`config.mk`:
```
export PLATFORM = sky130hd
export DESIGN_NAME = inst_mem_loader_flat
export DESIGN_NICKNAME = d
export VERILOG_FILES = /design/src/rtl/inst_mem_loader_pkg.sv /design/src/rtl/inst_mem_loader_if.sv /design/src/rtl/inst_mem_loader_byte_packer.sv /design/src/rtl/inst_mem_loader.sv /design/src/flat_wrapper.sv
export SDC_FILE = /design/constraint.sdc
export NUM_CORES = 1
export LEC_CHECK = 0
export CELL_PAD_IN_SITES_DETAIL_PLACEMENT = 2
export CELL_PAD_IN_SITES_GLOBAL_PLACEMENT = 2
export CORE_UTILIZATION = 41
export CTS_BUF_LIST = sky130_fd_sc_hd__clkbuf_16
export DETAILED_ROUTE_END_ITERATION = 16
export DONT_BUFFER_PORTS = 1
export HOLD_SLACK_MARGIN = 0.15
export PLACE_DENSITY = 0.75
export SETUP_SLACK_MARGIN = 0.5
export SYNTH_ARGS = -nofsm -noshare
export SYNTH_HDL_FRONTEND = slang
export SYNTH_HIERARCHICAL = 1
export SYNTH_SLANG_ARGS = --single-unit
```
`constraint.sdc`:
```
create_clock -name clk -period 3.19 [get_ports clk]
set_input_delay 0.638 -clock clk [delete_from_list [all_inputs] [get_ports clk]]
set_output_delay 0.638 -clock clk [all_outputs]
set_load 0.005 [all_outputs]
```
`src/rtl/inst_mem_loader_pkg.sv`:
```
`default_nettype none
// ============================================================================
// Module      : inst_mem_loader_pkg
// Description : Shared loader definitions: FSM encoding, word geometry and
//               checksum width used by the instruction-memory loader.
// Revision    : 1.0 - initial release
// ============================================================================
package inst_mem_loader_pkg;

    localparam int WORD_BYTES = 4;
    localparam int WORD_W     = 8 * WORD_BYTES;
    localparam int CSUM_W     = 32;
    localparam int LEN_W      = 9;

    typedef enum logic [2:0] {
        ST_IDLE  = 3'd0,
        ST_RECV  = 3'd1,
        ST_WRITE = 3'd2,
        ST_DONE  = 3'd3,
        ST_CHECK = 3'd4
    } state_t;

endpackage
`default_nettype wire

```
`src/rtl/inst_mem_loader_if.sv`:
```
`default_nettype none
// ============================================================================
// Module      : inst_mem_loader_if
// Description : Control, byte-stream and memory-write signals of the
//               instruction-memory loader. The loader uses the slave modport,
//               the host / memory side uses the master modport.
// Revision    : 1.0 - initial release
// ============================================================================
interface inst_mem_loader_if
    import inst_mem_loader_pkg::*;
#(
    parameter int ADDR_W = 10
) ();

    logic                start;
    logic [LEN_W-1:0]    len_words;
    logic                byte_valid;
    logic [7:0]          byte_data;
    logic                byte_ready;
    logic                mem_we;
    logic [ADDR_W-1:0]   mem_waddr;
    logic [WORD_W-1:0]   mem_wdata;
    logic                cpu_hold;
    logic                done;
    logic                err;

    modport master (
        output start, len_words, byte_valid, byte_data,
        input  byte_ready, mem_we, mem_waddr, mem_wdata, cpu_hold, done, err
    );

    modport slave (
        input  start, len_words, byte_valid, byte_data,
        output byte_ready, mem_we, mem_waddr, mem_wdata, cpu_hold, done, err
    );

endinterface
`default_nettype wire

```
`src/rtl/inst_mem_loader_byte_packer.sv`:
```
`default_nettype none
// ============================================================================
// Module      : inst_mem_loader_byte_packer
// Description : Assembles four little-endian bytes into one word. word_o is
//               the word as it will look after the current byte is loaded,
//               so the caller can capture a complete word in the same cycle
//               word_full_o pulses.
// Revision    : 1.0 - initial release
// ============================================================================
module inst_mem_loader_byte_packer
    import inst_mem_loader_pkg::*;
(
    input  logic              clk,
    input  logic              rst_n,
    input  logic              load_i,
    input  logic              clear_i,
    input  logic [7:0]        byte_i,
    output logic [WORD_W-1:0] word_o,
    output logic              word_full_o
);

    logic [1:0]        idx_q;
    logic [WORD_W-1:0] pack_q;

    // Merge the incoming byte into its lane k at bits [8k+7:8k]
    always_comb begin
        word_o = pack_q;
        word_o[{idx_q, 3'b000} +: 8] = byte_i;
    end

    assign word_full_o = load_i && (idx_q == 2'd3);

    // Byte index and pack register; index wraps to 0 after the 4th byte
    always_ff @(posedge clk or negedge rst_n) begin
        if (!rst_n) begin
            idx_q  <= 2'd0;
            pack_q <= '0;
        end else if (clear_i) begin
            idx_q  <= 2'd0;
            pack_q <= '0;
        end else if (load_i) begin
            idx_q  <= idx_q + 2'd1;
            pack_q <= word_o;
        end
    end

endmodule
`default_nettype wire

```
`src/rtl/inst_mem_loader.sv`:
```
`default_nettype none
// ============================================================================
// Module      : inst_mem_loader
// Description : Fills instruction memory from a byte stream. Packs 4 bytes
//               (little-endian) per word and writes words to byte addresses
//               0, 4, 8, ... while holding the core. Length 0 finishes
//               immediately; length above MAX_WORDS finishes with err.
//               Optional macro INST_LOADER_CHECKSUM_EN adds a 4-byte trailing
//               checksum (sum mod 2^32 of written words) checked into err.
// Revision    : 1.0 - initial release
// ============================================================================
module inst_mem_loader
    import inst_mem_loader_pkg::*;
#(
    parameter int ADDR_W    = 10,
    parameter int MAX_WORDS = 256
) (
    input  logic             clk,
    input  logic             rst_n,
    inst_mem_loader_if.slave bus
);

    localparam logic [LEN_W-1:0]  c_max_len   = LEN_W'(MAX_WORDS);
    localparam logic [ADDR_W-1:0] c_addr_step = ADDR_W'(WORD_BYTES);
    localparam logic [LEN_W-1:0]  c_len_one   = LEN_W'(1);

    state_t              state_q, state_d;
    logic [LEN_W-1:0]    len_q, len_d;
    logic [LEN_W-1:0]    word_cnt_q, word_cnt_d;
    logic [ADDR_W-1:0]   addr_q, addr_d;
    logic [ADDR_W-1:0]   waddr_q, waddr_d;
    logic [WORD_W-1:0]   wdata_q, wdata_d;
    logic                err_q, err_d;
`ifdef INST_LOADER_CHECKSUM_EN
    logic [CSUM_W-1:0]   sum_q, sum_d;
`endif

    logic                pk_load;
    logic                pk_clear;
    logic [WORD_W-1:0]   pk_word;
    logic                pk_full;

    logic                byte_ready;
    logic                mem_we;
    logic                cpu_hold;

    inst_mem_loader_byte_packer u_packer (
        .clk         (clk),
        .rst_n       (rst_n),
        .load_i      (pk_load),
        .clear_i     (pk_clear),
        .byte_i      (bus.byte_data),
        .word_o      (pk_word),
        .word_full_o (pk_full)
    );

    // Next-state, datapath updates and handshake/write outputs
    always_comb begin
        state_d    = state_q;
        len_d      = len_q;
        word_cnt_d = word_cnt_q;
        addr_d     = addr_q;
        waddr_d    = waddr_q;
        wdata_d    = wdata_q;
        err_d      = err_q;
`ifdef INST_LOADER_CHECKSUM_EN
        sum_d      = sum_q;
`endif
        pk_load    = 1'b0;
        pk_clear   = 1'b0;
        byte_ready = 1'b0;
        mem_we     = 1'b0;
        cpu_hold   = 1'b0;

        case (state_q)
            ST_IDLE, ST_DONE: begin
                if (bus.start) begin
                    pk_clear = 1'b1;
                    if (bus.len_words == '0) begin
                        err_d   = 1'b0;
                        state_d = ST_DONE;
                    end else if (bus.len_words > c_max_len) begin
                        err_d   = 1'b1;
                        state_d = ST_DONE;
                    end else begin
                        len_d      = bus.len_words;
                        word_cnt_d = '0;
                        addr_d     = '0;
                        err_d      = 1'b0;
`ifdef INST_LOADER_CHECKSUM_EN
                        sum_d      = '0;
`endif
                        state_d    = ST_RECV;
                    end
                end
            end

            ST_RECV: begin
                byte_ready = 1'b1;
                cpu_hold   = 1'b1;
                if (bus.byte_valid) begin
                    pk_load = 1'b1;
                    if (pk_full) begin
                        waddr_d = addr_q;
                        wdata_d = pk_word;
                        state_d = ST_WRITE;
                    end
                end
            end

            ST_WRITE: begin
                mem_we     = 1'b1;
                cpu_hold   = 1'b1;
                word_cnt_d = word_cnt_q + c_len_one;
`ifdef INST_LOADER_CHECKSUM_EN
                sum_d      = sum_q + wdata_q;
`endif
                if (word_cnt_q + c_len_one == len_q) begin
`ifdef INST_LOADER_CHECKSUM_EN
                    state_d = ST_CHECK;
`else
                    state_d = ST_DONE;
`endif
                end else begin
                    // Only advanced when another word follows, so the
                    // counter stops at the last written address
                    addr_d  = addr_q + c_addr_step;
                    state_d = ST_RECV;
                end
            end

`ifdef INST_LOADER_CHECKSUM_EN
            ST_CHECK: begin
                byte_ready = 1'b1;
                cpu_hold   = 1'b1;
                if (bus.byte_valid) begin
                    pk_load = 1'b1;
                    if (pk_full) begin
                        err_d   = (pk_word != sum_q);
                        state_d = ST_DONE;
                    end
                end
            end
`endif

            default: begin
                state_d = ST_IDLE;
            end
        endcase
    end

    // FSM state register
    always_ff @(posedge clk or negedge rst_n) begin
        if (!rst_n) begin
            state_q <= ST_IDLE;
        end else begin
            state_q <= state_d;
        end
    end

    // Length, counters, held write address/data and sticky error
    always_ff @(posedge clk or negedge rst_n) begin
        if (!rst_n) begin
            len_q      <= '0;
            word_cnt_q <= '0;
            addr_q     <= '0;
            waddr_q    <= '0;
            wdata_q    <= '0;
            err_q      <= 1'b0;
`ifdef INST_LOADER_CHECKSUM_EN
            sum_q      <= '0;
`endif
        end else begin
            len_q      <= len_d;
            word_cnt_q <= word_cnt_d;
            addr_q     <= addr_d;
            waddr_q    <= waddr_d;
            wdata_q    <= wdata_d;
            err_q      <= err_d;
`ifdef INST_LOADER_CHECKSUM_EN
            sum_q      <= sum_d;
`endif
        end
    end

    assign bus.byte_ready = byte_ready;
    assign bus.mem_we     = mem_we;
    assign bus.mem_waddr  = waddr_q;
    assign bus.mem_wdata  = wdata_q;
    assign bus.cpu_hold   = cpu_hold;
    assign bus.done       = (state_q == ST_DONE);
    assign bus.err        = err_q;

endmodule
`default_nettype wire

```
`src/flat_wrapper.sv`:
```
// flat-port wrapper written by rule: the top's interface ports become plain ports
module inst_mem_loader_flat import inst_mem_loader_pkg::*;
#(
    parameter int ADDR_W    = 10,
    parameter int MAX_WORDS = 256
)
  (clk, rst_n, bus_start, bus_len_words, bus_byte_valid, bus_byte_data, bus_byte_ready, bus_mem_we, bus_mem_waddr, bus_mem_wdata, bus_cpu_hold, bus_done, bus_err);
  inst_mem_loader_if #(.ADDR_W(ADDR_W)) bus_i ();
  input  logic clk;
  input  logic rst_n;
  input wire logic [$bits(bus_i.start)-1:0] bus_start;
  input wire logic [$bits(bus_i.len_words)-1:0] bus_len_words;
  input wire logic [$bits(bus_i.byte_valid)-1:0] bus_byte_valid;
  input wire logic [$bits(bus_i.byte_data)-1:0] bus_byte_data;
  output wire logic [$bits(bus_i.byte_ready)-1:0] bus_byte_ready;
  output wire logic [$bits(bus_i.mem_we)-1:0] bus_mem_we;
  output wire logic [$bits(bus_i.mem_waddr)-1:0] bus_mem_waddr;
  output wire logic [$bits(bus_i.mem_wdata)-1:0] bus_mem_wdata;
  output wire logic [$bits(bus_i.cpu_hold)-1:0] bus_cpu_hold;
  output wire logic [$bits(bus_i.done)-1:0] bus_done;
  output wire logic [$bits(bus_i.err)-1:0] bus_err;
  assign bus_i.start = bus_start;
  assign bus_i.len_words = bus_len_words;
  assign bus_i.byte_valid = bus_byte_valid;
  assign bus_i.byte_data = bus_byte_data;
  assign bus_byte_ready = bus_i.byte_ready;
  assign bus_mem_we = bus_i.mem_we;
  assign bus_mem_waddr = bus_i.mem_waddr;
  assign bus_mem_wdata = bus_i.mem_wdata;
  assign bus_cpu_hold = bus_i.cpu_hold;
  assign bus_done = bus_i.done;
  assign bus_err = bus_i.err;
  inst_mem_loader #(.ADDR_W(ADDR_W), .MAX_WORDS(MAX_WORDS)) u_core (.clk(clk), .rst_n(rst_n), .bus(bus_i));
endmodule
```
==> impl_results.md <==
* WL/cell at about 21 um
* Total power at slightly below 4 mW
* Final HPWL DP at between 9000 and 10000 um
* Syn avg cell area at around 10 sq um
* Final instance count without filler cells at around 670
* Fin crit period at roughly 2600 ps
* CP required at between 3000 and 4000 ps
* Finish-stage setup viols at 0
* CP max-delay cell: or4_4
* Synth Cell Area at between 5000 and 6000 sq um
* Post-synth EDFFs at 0
* Complex-gate fraction of the synthesized area at around 15%
* Area Overhead vs Synth at 4.91%
* Unrepaired setup endpoints after global routing: no
* Cell taking the most area after synthesis: dfrtp_1
* Setup ws final at about 620 ps
* Ys Warns at 6
* Maximum vdd drop at 0.000480 V
* Antenna viol nets, final at 0
* # clock sinks at 103
* Fin crit share at 80.5%
* Worst path arrival time at between 2000 and 3000 ps
* Most common cell in the netlist: dfrtp_1
* Max Fclk at roughly 390 MHz
* Leakage power at between 2 and 3 nW
* DIE HEIGHT at about 120 um
* Worst-path clk slew at 70 ps
* Final Slew Violations at 0
* CTS H-Tree Depth at 3
* Prevailing post-synth register cell: dfrtp_1
* Die W at approximately 120 um
* Post-Syn Instances at 522
* Final wirelength at between 10000 and 15000 um
* Clock buffer depth at 2
* Post-synthesis adder-cell area fraction at roughly 3.0%
* Placed Cells incl. Taps at 659
* Setup crit end kind: register
* Drt initial violations at 123
* Post-synthesis cell type count at 57
* Worst slack, placed at ~450 ps
* Worst-Margin Slew at about 560 ps
* Gr ovfl total at 0
* Drt pass-1 iters at 4
* # nets final at about 530
* DRC at 0
* Layout Utilization at between 40 and 50%
* Failing checks: negative hold slack
* Slew HR at about 62%
* Vias at about 3900
* CP Class: reg -> reg
* Critical Path Fanout Max at 10
* Core outline area at between 10000 and 15000 sq um
* CTS tree: done
* Die Area at roughly 14000 sq um
* RePlAce Congestion at 0.837
* Synth Area in Simple Gates at 14.1%
* Antenna fix cells at 0
* Setup Skew at 6.94 ps
* Gr usage total at a little under a quarter
* Final Instance Area at 5670 sq um
* Routed vias/inst at ~5.7
* Synth top cells by count: 103 x dfrtp_1, 50 x nand2_1, 42 x mux2_2
* Row count at 41
* Largest cells by area after synthesis: dfrtp_1 48%, mux2_2 8.8%, a32oi_1 3.9%
* HP Class: in -> async
* Largest net degree at the start of global routing at roughly 100
* Crit path cell chain: ha_2 -> nand3_2 -> nor2_2 -> xnor2_1 -> or4_4 -> o21a_4 -> mux2_4
* Post-CTS Setup Inserts at 0
* Post-DP Area at between 5000 and 6000 sq um
* I/O pin cnt at 68
* Seq/Total Area, Yosys at between 40% and 50%
* Seq cells post-synth at 103
* IO buf count at 0
* Mux share of post-synthesis cell area at 9.59%
* First-pass GRT wire length at around 23000 um
* Starting density of the core at a little over two fifths
* Final hold violations at 103
* Root Driver: clkbuf_16
* PwrDens at 684 nW/um^2
* Max-cap violations at 0
* Share of layout cells above drive strength 1 at between 10% and 20%
* Number of buffers created by CTS at 9
* Post-synth top area share at between 40% and 50%
* Synth async-reset ratio at 100%
* Final hold slack at -20.9 ps
* Startpoint Class: register
* Initial antenna violation count at 0
* Status: complete, but fails checks
* Clock Latency Late Sink at approximately 350 ps
* Number of global-route vias before repair at around 4300
* Setup TNS Final at 0 ps
* Crit-path max cell delay at roughly 550 ps
* Main combinational cell family by area after synthesis: compound AO/OA/AOI/OAI gates
* Post-synthesis xor/xnor area fraction at under 10%
-- kinds of logic after synthesis --
logic type               count (synthesis)
AO/OA/AOI/OAI                          113
XOR/XNOR                                14
adder cells (fa/ha/maj)                 13
buffers and inverters                   86
flip-flops                             103
multiplexers                            46
other                                    1
AND/OR/NAND/NOR                        146
-- cell usage in the layout, fill, tap and decap left out, drive strengths merged, types with 8 or more instances in the layout --
master	count
a22o	15
a32oi	24
nor2	36
nor3b	9
ha	13
clkbuf	9
o21ai	35
buf	8
mux2	43
dfrtp	103
nand2	51
inv	43
nand3	12
o211ai	13
xnor2	10
-- state kept, by name, indices dropped and copies added (netlist names) --
register / count
u_core/addr_q: 8
u_core/bus.err: 1
u_core/bus.mem_waddr: 8
u_core/bus.mem_wdata: 32
u_core/len_q: 9
u_core/state_q: 2
u_core/u_packer/idx_q: 2
u_core/u_packer/pack_q: 32
u_core/word_cnt_q: 9
-- cell type report --
cell class	count	area [sq um]
well taps	172	215
clock buffers	9	225
multi-input cells	334	2390
fillers	1354	7050
clock inverters	4	41.3
repair buffers	8	60.1
inverters	42	158
flip-flops and latches	103	2580
-- worst max-delay path: cells and delay by family, from the launching register on --
| kind | cells | cell delay (ps) |
|---|---|---|
| fa+ha+maj | 1 | 380 |
| compound gates | 1 | 290 |
| flops | 1 | 500 |
| simple gates | 3 | 880 |
| xor+xnor | 1 | 100 |
| mux | 1 | 300 |
-- path summary, 6_finish.rpt --
path	startpoint	endpoint	slack, ps	cells after the start
min	rst_n	u_core/bus.mem_wdata[13]	-20	0
max reg2reg	u_core/word_cnt_q[0]	u_core/addr_q[2]	620	7
min in group clk	bus_len_words[7]	u_core/len_q[7]	430	1
max in group asynchronous	rst_n	u_core/bus.mem_waddr[2]	3080	0
max	u_core/word_cnt_q[0]	u_core/addr_q[2]	620	7
min reg2reg	u_core/bus.mem_waddr[8]	u_core/bus.mem_waddr[8]	510	2
-- power breakdown --
part           total, mW  internal, mW  switching (mW)
clock               1.06         0.588           0.476
combinational       1.18         0.422           0.760
sequential          1.63          1.45           0.173
-- routing by layer --
layer	vias to the layer above	part of all wire, %	routed length [um]	GRT usage (%)
met5	-	0	0	0
met4	0	1.9	267	9.20
met3	19	2.0	289	3.50
met2	51	54	7760	40.9
met1	2012	42	6000	26.5
li1	1780	-	-	-
-- repair_timing --
item                       4_1_cts  5_1_grt
setup endpoints to repair        2       11
hold endpoints to repair       103      103
gates resized for setup          1        3
Power figures use the tool's default switching activity.
